[src/rtl/alu_pkg.sv]
// Purpose : shared ALU instruction codes (also used by decode-stage ALU control),
//           FSM state type and a small opcode-classification helper.
// Latency : n/a (declarations only).
// Backpressure: n/a.
package alu_pkg;

    localparam logic [3:0] ALU_AND = 4'd0;
    localparam logic [3:0] ALU_OR  = 4'd1;
    localparam logic [3:0] ALU_ADD = 4'd2;
    localparam logic [3:0] ALU_SLL = 4'd4;
    localparam logic [3:0] ALU_SRA = 4'd5;
    localparam logic [3:0] ALU_SUB = 4'd6;
    localparam logic [3:0] ALU_SLT = 4'd7;
    localparam logic [3:0] ALU_SRL = 4'd8;
    localparam logic [3:0] ALU_LUI = 4'd9;
    localparam logic [3:0] ALU_NOR = 4'd12;
    localparam logic [3:0] ALU_XOR = 4'd13;

    typedef enum logic {
        ST_IDLE  = 1'b0,
        ST_SHIFT = 1'b1
    } alu_state_e;

    function automatic logic is_shift_op(input logic [3:0] code);
        return (code == ALU_SLL) || (code == ALU_SRL) || (code == ALU_SRA);
    endfunction

endpackage

[src/rtl/alu_execute_unit_if.sv]
// Purpose : operation-in / result-out handshake bundle of the execute-stage ALU.
// Latency : n/a (wires only).
// Backpressure: in_ready/out_ready valid-ready pairs; master = ID/EX side + EX/MEM side, slave = ALU.
interface alu_execute_unit_if #(
    parameter int WIDTH = 32
);
    logic             in_valid;
    logic             in_ready;
    logic [3:0]       alu_instruction_e;
    logic [WIDTH-1:0] src_a_e;
    logic [WIDTH-1:0] src_b_e;
    logic [4:0]       shamt_e;
    logic             out_valid;
    logic             out_ready;
    logic [WIDTH-1:0] alu_result_m;
    logic             zero_m;
    logic             illegal_m;

    modport master (
        output in_valid, alu_instruction_e, src_a_e, src_b_e, shamt_e, out_ready,
        input  in_ready, out_valid, alu_result_m, zero_m, illegal_m
    );

    modport slave (
        input  in_valid, alu_instruction_e, src_a_e, src_b_e, shamt_e, out_ready,
        output in_ready, out_valid, alu_result_m, zero_m, illegal_m
    );
endinterface

[src/rtl/alu_shift_iter.sv]
// Purpose : 1-bit-per-cycle shifter (working register, down-counter, done/stall FSM).
// Latency : shamt cycles after start_i to done_o.
// Backpressure: final step stalls (holds register and counter) while out_free_i is low.
// Ports: clk/rst; start_i/code_i/operand_i/shamt_i load a job; out_free_i = result
//        register can be written; busy_o = SHIFT state; done_o/result_o = final value.
module alu_shift_iter
    import alu_pkg::*;
#(
    parameter int WIDTH = 32
) (
    input  logic             clk,
    input  logic             rst,
    input  logic             start_i,
    input  logic [3:0]       code_i,
    input  logic [WIDTH-1:0] operand_i,
    input  logic [4:0]       shamt_i,
    input  logic             out_free_i,
    output logic             busy_o,
    output logic             done_o,
    output logic [WIDTH-1:0] result_o
);

    alu_state_e       state_q, state_d;
    logic [WIDTH-1:0] work_q, work_d;
    logic [4:0]       cnt_q, cnt_d;
    logic [3:0]       op_q, op_d;
    logic [WIDTH-1:0] work_step;

    // One-bit step of the latched shift kind.
    always_comb begin
        work_step = work_q;
        case (op_q)
            ALU_SLL: work_step = {work_q[WIDTH-2:0], 1'b0};
            ALU_SRL: work_step = {1'b0, work_q[WIDTH-1:1]};
            ALU_SRA: work_step = {work_q[WIDTH-1], work_q[WIDTH-1:1]};
            default: work_step = work_q;
        endcase
    end

    always_ff @(posedge clk or posedge rst) begin
        if (rst) begin
            state_q <= ST_IDLE;
            work_q  <= '0;
            cnt_q   <= '0;
            op_q    <= '0;
        end else begin
            state_q <= state_d;
            work_q  <= work_d;
            cnt_q   <= cnt_d;
            op_q    <= op_d;
        end
    end

    always_comb begin
        state_d = state_q;
        work_d  = work_q;
        cnt_d   = cnt_q;
        op_d    = op_q;
        done_o  = 1'b0;
        case (state_q)
            ST_IDLE: begin
                if (start_i) begin
                    work_d  = operand_i;
                    cnt_d   = shamt_i;
                    op_d    = code_i;
                    state_d = ST_SHIFT;
                end
            end
            ST_SHIFT: begin
                if (cnt_q != 5'd1) begin
                    work_d = work_step;
                    cnt_d  = cnt_q - 5'd1;
                end else if (out_free_i) begin
                    // Last bit is applied on the write edge itself.
                    work_d  = work_step;
                    cnt_d   = 5'd0;
                    done_o  = 1'b1;
                    state_d = ST_IDLE;
                end
                // else: result register still occupied, hold everything.
            end
            default: state_d = ST_IDLE;
        endcase
    end

    assign busy_o   = (state_q == ST_SHIFT);
    assign result_o = work_step;

endmodule

[src/rtl/alu_execute_unit.sv]
// Purpose : MIPS execute-stage ALU with registered result, zero and illegal flags.
// Latency : 1 cycle; shifts take 1 + shamt cycles when ALU_ITER_SHIFT_EN is defined.
// Backpressure: in_ready drops while the result register is full and not draining,
//               and for the whole iterative shift.
// Ports: clk/rst (async, active-high); bus = alu_execute_unit_if.slave.
// Config macro: ALU_ITER_SHIFT_EN (defined -> iterative shifter, undefined -> barrel shifter).
module alu_execute_unit
    import alu_pkg::*;
#(
    parameter int WIDTH = 32
) (
    input  logic                 clk,
    input  logic                 rst,
    alu_execute_unit_if.slave    bus
);

    logic [WIDTH-1:0] alu_res;
    logic             alu_ill;
    logic             out_free;
    logic             accept;
    logic             wr_en;
    logic [WIDTH-1:0] wr_res;
    logic             wr_ill;

    logic             out_valid_q, out_valid_d;
    logic [WIDTH-1:0] result_q, result_d;
    logic             zero_q, zero_d;
    logic             illegal_q, illegal_d;

    // Single-cycle datapath; unsupported codes give 0 and raise illegal.
    always_comb begin
        alu_res = '0;
        alu_ill = 1'b0;
        case (bus.alu_instruction_e)
            ALU_AND: alu_res = bus.src_a_e & bus.src_b_e;
            ALU_OR:  alu_res = bus.src_a_e | bus.src_b_e;
            ALU_ADD: alu_res = bus.src_a_e + bus.src_b_e;
            ALU_SUB: alu_res = bus.src_a_e - bus.src_b_e;
            ALU_NOR: alu_res = ~(bus.src_a_e | bus.src_b_e);
            ALU_XOR: alu_res = bus.src_a_e ^ bus.src_b_e;
            ALU_SLT: alu_res = {{(WIDTH-1){1'b0}},
                                ($signed(bus.src_a_e) < $signed(bus.src_b_e))};
            ALU_LUI: alu_res = {bus.src_b_e[15:0], {(WIDTH-16){1'b0}}};
`ifdef ALU_ITER_SHIFT_EN
            // Direct path only carries shifts with shamt 0.
            ALU_SLL, ALU_SRL, ALU_SRA: alu_res = bus.src_b_e;
`else
            ALU_SLL: alu_res = bus.src_b_e << bus.shamt_e;
            ALU_SRL: alu_res = bus.src_b_e >> bus.shamt_e;
            ALU_SRA: alu_res = $signed(bus.src_b_e) >>> bus.shamt_e;
`endif
            default: alu_ill = 1'b1;
        endcase
    end

    assign out_free = !out_valid_q || bus.out_ready;
    assign accept   = bus.in_valid && bus.in_ready;

`ifdef ALU_ITER_SHIFT_EN
    logic             start_iter;
    logic             iter_busy;
    logic             iter_done;
    logic [WIDTH-1:0] iter_res;

    assign start_iter = accept && is_shift_op(bus.alu_instruction_e) && (bus.shamt_e != 5'd0);

    alu_shift_iter #(.WIDTH(WIDTH)) u_shift_iter (
        .clk        (clk),
        .rst        (rst),
        .start_i    (start_iter),
        .code_i     (bus.alu_instruction_e),
        .operand_i  (bus.src_b_e),
        .shamt_i    (bus.shamt_e),
        .out_free_i (out_free),
        .busy_o     (iter_busy),
        .done_o     (iter_done),
        .result_o   (iter_res)
    );

    assign bus.in_ready = !iter_busy && out_free;
    // accept and iter_done never coincide: accept needs the shifter idle.
    assign wr_en  = (accept && !start_iter) || iter_done;
    assign wr_res = iter_done ? iter_res : alu_res;
    assign wr_ill = iter_done ? 1'b0 : alu_ill;
`else
    assign bus.in_ready = out_free;
    assign wr_en  = accept;
    assign wr_res = alu_res;
    assign wr_ill = alu_ill;
`endif

    // A write wins over a same-edge drain, so out_valid stays high with new data.
    always_comb begin
        out_valid_d = out_valid_q;
        result_d    = result_q;
        zero_d      = zero_q;
        illegal_d   = illegal_q;
        if (wr_en) begin
            out_valid_d = 1'b1;
            result_d    = wr_res;
            zero_d      = (wr_res == '0);
            illegal_d   = wr_ill;
        end else if (out_valid_q && bus.out_ready) begin
            out_valid_d = 1'b0;
        end
    end

    always_ff @(posedge clk or posedge rst) begin
        if (rst) begin
            out_valid_q <= 1'b0;
            result_q    <= '0;
            zero_q      <= 1'b0;
            illegal_q   <= 1'b0;
        end else begin
            out_valid_q <= out_valid_d;
            result_q    <= result_d;
            zero_q      <= zero_d;
            illegal_q   <= illegal_d;
        end
    end

    assign bus.out_valid    = out_valid_q;
    assign bus.alu_result_m = result_q;
    assign bus.zero_m       = zero_q;
    assign bus.illegal_m    = illegal_q;

endmodule

[src/flat_wrapper.sv]
// flat-port wrapper written by rule: the top's interface ports become plain ports
module alu_execute_unit_flat import alu_pkg::*;
#(
    parameter int WIDTH = 32
)
  (clk, rst, bus_in_valid, bus_alu_instruction_e, bus_src_a_e, bus_src_b_e, bus_shamt_e, bus_out_ready, bus_in_ready, bus_out_valid, bus_alu_result_m, bus_zero_m, bus_illegal_m);
  alu_execute_unit_if #(.WIDTH(WIDTH)) bus_i ();
  input  logic clk;
  input  logic rst;
  input wire logic [$bits(bus_i.in_valid)-1:0] bus_in_valid;
  input wire logic [$bits(bus_i.alu_instruction_e)-1:0] bus_alu_instruction_e;
  input wire logic [$bits(bus_i.src_a_e)-1:0] bus_src_a_e;
  input wire logic [$bits(bus_i.src_b_e)-1:0] bus_src_b_e;
  input wire logic [$bits(bus_i.shamt_e)-1:0] bus_shamt_e;
  input wire logic [$bits(bus_i.out_ready)-1:0] bus_out_ready;
  output wire logic [$bits(bus_i.in_ready)-1:0] bus_in_ready;
  output wire logic [$bits(bus_i.out_valid)-1:0] bus_out_valid;
  output wire logic [$bits(bus_i.alu_result_m)-1:0] bus_alu_result_m;
  output wire logic [$bits(bus_i.zero_m)-1:0] bus_zero_m;
  output wire logic [$bits(bus_i.illegal_m)-1:0] bus_illegal_m;
  assign bus_i.in_valid = bus_in_valid;
  assign bus_i.alu_instruction_e = bus_alu_instruction_e;
  assign bus_i.src_a_e = bus_src_a_e;
  assign bus_i.src_b_e = bus_src_b_e;
  assign bus_i.shamt_e = bus_shamt_e;
  assign bus_i.out_ready = bus_out_ready;
  assign bus_in_ready = bus_i.in_ready;
  assign bus_out_valid = bus_i.out_valid;
  assign bus_alu_result_m = bus_i.alu_result_m;
  assign bus_zero_m = bus_i.zero_m;
  assign bus_illegal_m = bus_i.illegal_m;
  alu_execute_unit #(.WIDTH(WIDTH)) u_core (.clk(clk), .rst(rst), .bus(bus_i));
endmodule
[config.mk]
export PLATFORM = sky130hd
export DESIGN_NAME = alu_execute_unit_flat
export DESIGN_NICKNAME = d
export VERILOG_FILES = /design/src/rtl/alu_pkg.sv /design/src/rtl/alu_execute_unit_if.sv /design/src/rtl/alu_shift_iter.sv /design/src/rtl/alu_execute_unit.sv /design/src/flat_wrapper.sv
export SDC_FILE = /design/constraint.sdc
export NUM_CORES = 1
export LEC_CHECK = 0
export ABC_AREA = 1
export CORE_ASPECT_RATIO = 0.8
export CORE_MARGIN = 10
export CORE_UTILIZATION = 61
export CTS_CLUSTER_SIZE = 40
export DETAILED_ROUTE_END_ITERATION = 7
export PLACE_DENSITY = 0.84
export SYNTH_ARGS = -nofsm -noshare
export SYNTH_HDL_FRONTEND = slang
export SYNTH_SLANG_ARGS = --single-unit
[constraint.sdc]
create_clock -name clk -period 1.6 [get_ports clk]
set_clock_uncertainty 0.05 [all_clocks]
set_input_delay 0.32 -clock clk [delete_from_list [all_inputs] [get_ports clk]]
set_output_delay 0.32 -clock clk [all_outputs]
set_load 0.01 [all_outputs]
==> impl_metrics.tcl, run 1 <==
set metrics [dict create \
    status "stopped before the end" \
    stop_stage "clock tree synthesis (4_1_cts)" \
    error "[ERROR DPL-0038] Utilization greater than 100%, impossible to legalize" \
    htreeDepth 2 \
    synthFlopType "dfrtp_1" \
    synthesis.nets 2457 \
    synth_cell_types 49 \
    cts_resized 828 \
    chipHeight_um 145 \
    clockBufferDepth 2 \
    io_pins 113 \
    synth_async_sr_flop_share_pct 100 \
    num_rows 45 \
    synth_edf_count 0 \
    dieWidth_um 176 \
    start_util_pct 62.4 \
    clock-root-buffer "clkbuf_16" \
    avgSynthCellArea_um2 5.23 \
    hpwl_mm 58.9 \
    post-cts-setup-buffers 95 \
    syn_inst 2278 \
    clkSinkCount 35 \
    dp_cells 3034 \
    numCtsBuffers 5 \
    syn-cell-area_um2 11900 \
    io_buffers 112 \
    place.gp.congestion 1.23 \
    dpl_cell_area_um2 17700 \
    synth_seq_area_share_pct 7.36 \
    synth-seq-cells 35 \
    cts_hold_repair.buffers 0 \
    yosysWarnings 0 \
]
## metrics by stage
stage	utilization [%]	worst slack (ps)	setup TNS [ps]	hold WS [ps]
detailed placement	92.9	-1940	-47640	421
global placement	92.9	-1740	-42680	408
floorplan	-	-523	-5880	424
## cell usage after synthesis (4+ instances only)
cell	instances	area, um2
buf_6	11	124
nand4_1	36	225
inv_2	9	33.8
and2_1	7	43.8
o21bai_1	14	105
nor2_2	11	68.8
clkbuf_1	20	75.1
nor3_1	25	125
dfrtp_1	35	876
nand3_1	436	2180
nand2_4	4	45.0
buf_2	48	240
nand2_2	33	206
nand3_2	14	140
inv_1	253	950
o211ai_1	18	135
a31oi_1	13	81.3
ha_1	100	1250
o21ai_1	14	70.1
a21oi_1	81	405
o21ai_0	47	235
buf_4	20	150
nor2_1	224	841
buf_1	7	26.3
nand3b_1	5	37.5
nand2_1	734	2760
and3_1	5	31.3
o22ai_1	17	106
## cells by family after synthesis
group	Yosys count	synth area share, %
adder cells (fa/ha/maj)	102	10.8
buffers and inverters	374	13.8
AO/OA/AOI/OAI	217	10.5
XOR/XNOR	2	0.147
AND/OR/NAND/NOR	1548	57.3
flip-flops	35	7.36
==> run 2: changes to the inputs <==
--- a/config.mk
+++ b/config.mk
@@ -6,12 +6,10 @@
 export NUM_CORES = 1
 export LEC_CHECK = 0
 export ABC_AREA = 1
-export CORE_ASPECT_RATIO = 0.8
 export CORE_MARGIN = 10
-export CORE_UTILIZATION = 61
-export CTS_CLUSTER_SIZE = 40
+export CORE_UTILIZATION = 40
 export DETAILED_ROUTE_END_ITERATION = 7
-export PLACE_DENSITY = 0.84
+export PLACE_DENSITY_LB_ADDON = 0.15
 export SYNTH_ARGS = -nofsm -noshare
 export SYNTH_HDL_FRONTEND = slang
 export SYNTH_SLANG_ARGS = --single-unit
==> run 2 against run 1 <==
Against the previous run:
- the flow now finishes, with violations (DRC, setup timing)
- synthesized cell count is the same
- area after synthesis is the same
==> impl_metrics.tcl, run 2 <==
set metrics [dict create \
    status "finished with violations" \
    antenna_found_initial 0 \
    crit_chain "buf_8 -> buf_6 -> inv_12 -> ha_4 -> inv_4 -> fa_2 -> nand2_8 -> nand2_4 -> nand4_1 -> nand2_2 -> nand2_2 -> nand3_2 -> nand3_4 -> nor2_4 -> nand2_2 -> nor2_4 -> nand2_2 -> nor2_1 -> nand2_1 -> nor2_2 -> nand2_1 -> nand2_1" \
    diodes 0 \
    syn_to_final_growth_pct 87.8 \
    cts.clk_slew.worst_paths_ps 60 \
    fmax_mhz 370 \
    grt_setup_unrepaired "yes" \
    period_minus_slack_ps 2710 \
    utilization_pct 75.8 \
    p_leak_uw 0.0115 \
    cts_hold_repair.buffers 0 \
    num_rows 63 \
    violations "DRC, setup timing" \
    wl_mm 77.7 \
    syn-cell-area_um2 11900 \
    synthesis.nets 2457 \
    track_usage_pct 38.3 \
    htreeDepth 2 \
    place.gp.congestion 1.10 \
    crit_type "primary input to register" \
    tightest_slew_ps 478 \
    first_iter_violations 2949 \
    largest_reg_flops 32 \
    rr_worst_depth 11 \
    yosysTopAreaCell "nand2_1" \
    power.total_uw 10800 \
    clkSinkCount 35 \
    cp_common_cell "nand2_2" \
    cts_tree "built" \
    die_area_um2 37100 \
    avgSynthCellArea_um2 5.23 \
    synth_top_cell_area_share_pct 23.1 \
    worst_path_max_delay_cell "fa_2" \
    synth-seq-cells 35 \
    io_pins 113 \
    drv_slew 0 \
    chipHeight_um 193 \
    hold_violations 0 \
    hpwl_mm 58.8 \
    drive_above_1_share_pct 50.2 \
    synthFlopType "dfrtp_1" \
    final_cell_mix "buf_4 (598), nand2_1 (553), nand3_1 (337), nand2_2 (149), inv_1 (133)" \
    grt_pass1_wl_mm 109 \
    finalNetCount 3180 \
    vias 20195 \
    routed_via_density 5.95 \
    clockBufferDepth 2 \
    setup_viol 33 \
    critPathMaxStageDelay_ps 260 \
    synth_cell_types 49 \
    clk_latency_ps 280 \
    ys_top_cells_by_area "nand2_1 (23%), nand3_1 (18%), ha_1 (11%)" \
    crit_path_start_kind "primary input" \
    cp.arrival_ps 2880 \
    drc_errors 4 \
    dieWidth_um 193 \
    synth_seq_area_share_pct 7.36 \
    synth_most_common_cell "nand2_1" \
    final_area_um2 22400 \
    endpoint_kind "register" \
    max_slew_margin_pct 68.1 \
    min_path_type "primary input to asynchronous set/reset pin" \
    numCtsBuffers 5 \
    synth_async_sr_flop_share_pct 100 \
    mostFrequentLayoutCell "buf_4" \
    grt_pass1_vias 19143 \
    antenna_left 0 \
    dpl_cell_area_um2 18700 \
    clock-root-buffer "clkbuf_16" \
    yosysWarnings 0 \
    wl_per_cell_um 22.9 \
    core-area_um2 29500 \
    grt_overflow_total 0 \
    critPathRequiredTime_ps 1770 \
    grt_start_max_net_pins 48 \
    start_util_pct 40.4 \
    fin_ws_ps -1110 \
    vdd_drop_max_v 0.000621 \
    first_pass_iters 8 \
    period_share_pct 169 \
    io_buffers 112 \
    synth_edf_count 0 \
    worstPathMaxFanout 3 \
    syn_inst 2278 \
    synth_common_cells "nand2_1 (734), nand3_1 (436), inv_1 (253), nor2_1 (224), ha_1 (100)" \
    cap_violations 0 \
    cellPowerDensity_nw_per_um2 485 \
]
run 2: worst max-delay path: cells and delay by family:
| family | cells | cell delay (ps) |
|---|---|---|
| fa+ha+maj | 2 | 410 |
| buf+inv | 4 | 280 |
| simple gates | 16 | 1850 |
run 2: cell type report:
type | count | area, um2
tap | 390 | 488
clock buffer | 6 | 139
fill | 2266 | 7130
sequential | 35 | 876
timing repair buffer | 824 | 7120
inverter | 265 | 1200
multi-input combinational | 1870 | 12500
clock inverter | 2 | 35.0
run 2: kinds of logic after synthesis:
| kind of cell | synth area share [%] |
|---|---|
| AND/OR/NAND/NOR | 57.3 |
| buffers and inverters | 13.8 |
| XOR/XNOR | 0.147 |
| adder cells (fa/ha/maj) | 10.8 |
| flip-flops | 7.36 |
| AO/OA/AOI/OAI | 10.5 |
run 2: repair_timing:
item                                    in CTS  in global routing
pin swaps                                  215                176
resized for setup                          759                279
endpoints found under the setup margin      38                 49
cloned                                       1                  1
setup buffers                               87                 32
run 2: final timing paths:
kind                                                    startpoint                                      end  slack [ps]
setup reg to reg                  u_core.bus.out_valid$_DFFE_PP0P_            u_core.bus.zero_m$_DFFE_PP0P_         -10
max in group asynchronous                                      rst  u_core.bus.alu_result_m[18]$_DFFE_PP0P_         960
hold reg to reg            u_core.bus.alu_result_m[28]$_DFFE_PP0P_  u_core.bus.alu_result_m[28]$_DFFE_PP0P_         430
hold / removal                                                 rst   u_core.bus.alu_result_m[4]$_DFFE_PP0P_         320
setup / recovery                                    bus_src_a_e[0]            u_core.bus.zero_m$_DFFE_PP0P_       -1110
min in group clk           u_core.bus.alu_result_m[28]$_DFFE_PP0P_  u_core.bus.alu_result_m[28]$_DFFE_PP0P_         430
run 2: power by group:
| group | internal (uW) | total (uW) | switching, uW |
|---|---|---|---|
| clock | 775 | 1180 | 405 |
| sequential | 1030 | 1130 | 94.2 |
| combinational | 3760 | 8530 | 4770 |
| total | 5570 | 10800 | 5270 |
run 2: layer usage:
layer / vias up / GRT usage, % / routed length [um]
li1: 8861 / - / -
met1: 9381 / 47.5 / 28400
met2: 1543 / 62.2 / 34700
met3: 410 / 6.49 / 8680
met4: 0 / 20.7 / 5940
met5: - / 0 / 0
run 2: per-stage QoR:
stage,worst slack (ps),hold slack (ps),instances,setup TNS (ps)
after CTS,-955,339,3372,-17940
after detailed placement,-2070,417,3289,-49100
final,-1110,323,3392,-21390
after global placement,-2040,413,3289,-48060
after global routing,-1120,365,3392,-22620
after floorplan,-523,424,2278,-5880
(Power assumes the default switching activity.)
==> run 3: changes to the inputs <==
--- a/config.mk
+++ b/config.mk
@@ -6,6 +6,7 @@
 export NUM_CORES = 1
 export LEC_CHECK = 0
 export ABC_AREA = 1
+export CORE_ASPECT_RATIO = 1.4
 export CORE_MARGIN = 10
 export CORE_UTILIZATION = 40
 export DETAILED_ROUTE_END_ITERATION = 7
==> run 3 against run 2 <==
Against the previous run:
- the run ends with setup timing left
- combinational power grew 9.4%
- critical path type unchanged
- register-to-register slack lost 80 ps
- critical path depth shrank 2
- largest power group unchanged
==> impl_metrics.tcl, run 3 (synthesized netlist as in run 2, its figures left out) <==
set metrics [dict create \
    share_comb_of_total_power_pct 80.4 \
    nFillCells 1890 \
    first_iter_violations 2842 \
    max_slew_margin_pct 62.7 \
    num_rows 74 \
    antenna_found_initial 4 \
    drc_errors 0 \
    grt_start_max_net_pins 36 \
    power.share.clock_pct 9.9 \
    cts.clk_slew.worst_paths_ps 60 \
    place.gp.congestion 1.12 \
    worstPathMaxFanout 6 \
    largest_reg_flops 32 \
    routed_via_density 6.24 \
    crit_chain "buf_8 -> inv_4 -> ha_4 -> buf_6 -> nand2_2 -> nor2_2 -> nand3_4 -> nand3_4 -> nand2_1 -> nand3_1 -> nand2_2 -> nor2_4 -> nand2_1 -> nor2_1 -> nand2_1 -> nor2_1 -> nand2_1 -> nor2_1 -> nand2_1 -> nand2_1" \
    fmax_mhz 375 \
    first_pass_iters 8 \
    drv_slew 0 \
    antenna_left 0 \
    dieWidth_um 166 \
    final_cells 3408 \
    vias 21260 \
    wl_per_cell_um 26.6 \
    tightest_slew_ps 559 \
    dp_cells 3281 \
    chipHeight_um 224 \
    vdd_drop_max_v 0.000471 \
    finalNetCount 3205 \
    wl_mm 90.5 \
    cp_common_cell "nand2_1" \
    track_usage_pct 40.4 \
    cts_tree "built" \
    clockBufferDepth 2 \
    drive_above_1_share_pct 54.4 \
    place_ws_ps -1840 \
    numCtsBuffers 5 \
    hold_violations 0 \
    io_buffers 112 \
    r2r_slack_ps -90 \
    endpoint_kind "register" \
    mostFrequentLayoutCell "buf_4" \
    period_share_pct 167 \
    grt_pass1_wl_mm 118 \
    clkSinkCount 35 \
    grt_pass1_vias 19926 \
    hpwl_mm 62.6 \
    clock-root-buffer "clkbuf_16" \
    violations "setup timing" \
    p_switching_uw 5810 \
    syn_to_final_growth_pct 98.1 \
    cp.arrival_ps 2840 \
    core-area_um2 29300 \
    worst_path_max_delay_cell "nor2_2" \
    period_minus_slack_ps 2670 \
    io_pins 113 \
    p_sw_share_pct 50.0 \
    p_leak_uw 0.0118 \
    cellPowerDensity_nw_per_um2 492 \
    htreeDepth 2 \
    critPathMaxStageDelay_ps 470 \
    crit_path_start_kind "primary input" \
    clk_latency_ps 290 \
    grt_setup_unrepaired "yes" \
    grt_overflow_total 0 \
    cap_violations 0 \
    setup_tns_ps -23270 \
    intPower_uw 5800 \
    crit_type "primary input to register" \
    fin_ws_ps -1070 \
    p_seq_share_pct 9.8 \
    die_area_um2 37200 \
    final_cell_mix "buf_4 (584), nand2_1 (504), nand3_1 (309), nand2_2 (178), buf_6 (132)" \
    critPathRequiredTime_ps 1770 \
    start_util_pct 40.7 \
    status "finished with violations" \
    min_path_type "primary input to asynchronous set/reset pin" \
    setup_viol 34 \
]
[run 3: cell types whose count changed in the layout (fill, tap and decap cells not counted), sizes merged]
cell	before	now
dlygate4sd2	9	6
bufbuf	0	2
nor2	239	238
inv	262	261
clkinv	3	4
clkdlybuf4s50	21	27
clkdlybuf4s15	6	5
dlymetal6s2s	15	8
buf	767	793
clkinvlp	1	3
clkbuf	12	13
diode	0	1
[run 3: metrics by stage]
| step | total power (uW) | utilization (%) | area [um2] | hold WS, ps |
|---|---|---|---|---|
| final | 11600 | 80.6 | 23600 | 330 |
| after detailed placement | 7850 | 64.3 | 18800 | 419 |
| after floorplan | 4370 | - | 13100 | 424 |
| after global routing | 11900 | 80.6 | 23600 | 375 |
| after global placement | 7760 | 64.3 | 18800 | 409 |
| after CTS | 10100 | 74.4 | 21800 | 340 |
[run 3: layout make-up]
cell class                 count  area (um2)  area share, %
clock inverter                 3        43.8          0.186
timing repair buffer         849        7580           32.1
sequential                    35         876           3.72
inverter                     265        1200           5.11
antenna                        1        2.50         0.0106
timing repair inverter         1        5.00         0.0212
tap                          380         475           2.02
multi-input combinational   1869       13300           56.3
clock buffer                   5         125          0.531
[run 3: worst paths after layout]
kind                                                      endpoint  cells past startpoint                                     from
hold / removal             u_core.bus.alu_result_m[29]$_DFFE_PP0P_                      3                                      rst
setup reg to reg            u_core.bus.alu_result_m[6]$_DFFE_PP0P_                      6         u_core.bus.out_valid$_DFFE_PP0P_
setup / recovery                     u_core.bus.zero_m$_DFFE_PP0P_                     20                           bus_src_b_e[4]
min in group clk           u_core.bus.alu_result_m[15]$_DFFE_PP0P_                      2  u_core.bus.alu_result_m[15]$_DFFE_PP0P_
hold reg to reg            u_core.bus.alu_result_m[15]$_DFFE_PP0P_                      2  u_core.bus.alu_result_m[15]$_DFFE_PP0P_
max in group asynchronous  u_core.bus.alu_result_m[11]$_DFFE_PP0P_                      3                                      rst
[run 3: routing by layer]
layer / vias up / part of all wire [%] / GRT usage (%)
li1: 8928 / - / -
met1: 9769 / 32 / 41.9
met2: 1796 / 44 / 67.7
met3: 765 / 11 / 7.27
met4: 2 / 13 / 38.6
met5: - / 0.014 / 0
[run 3: worst max-delay path: cells and delay by family]
kind,cells,cell delay (ps)
buffers and inverters,3,270
AND/OR/NAND/NOR,16,1890
adder cells (fa/ha/maj),1,340
[run 3: what timing repair did]
item | 4_1_cts | 5_1_grt
gates resized for setup | 849 | 420
setup buffers | 79 | 53
pin swaps | 260 | 232
setup endpoints to repair | 37 | 42
hold buffers | 0 | 0
cloned | 2 | 1
[run 3: power by group through the flow]
| stage | registers (uW) | clock network, uW | logic (uW) |
|---|---|---|---|
| global route | 1140 | 1180 | 9630 |
| detailed placement | 1140 | 0 | 6710 |
| CTS | 1120 | 1130 | 7860 |
| global placement | 1130 | 0 | 6640 |
| finish | 1130 | 1140 | 9330 |
| floorplan | 1190 | 0 | 3170 |
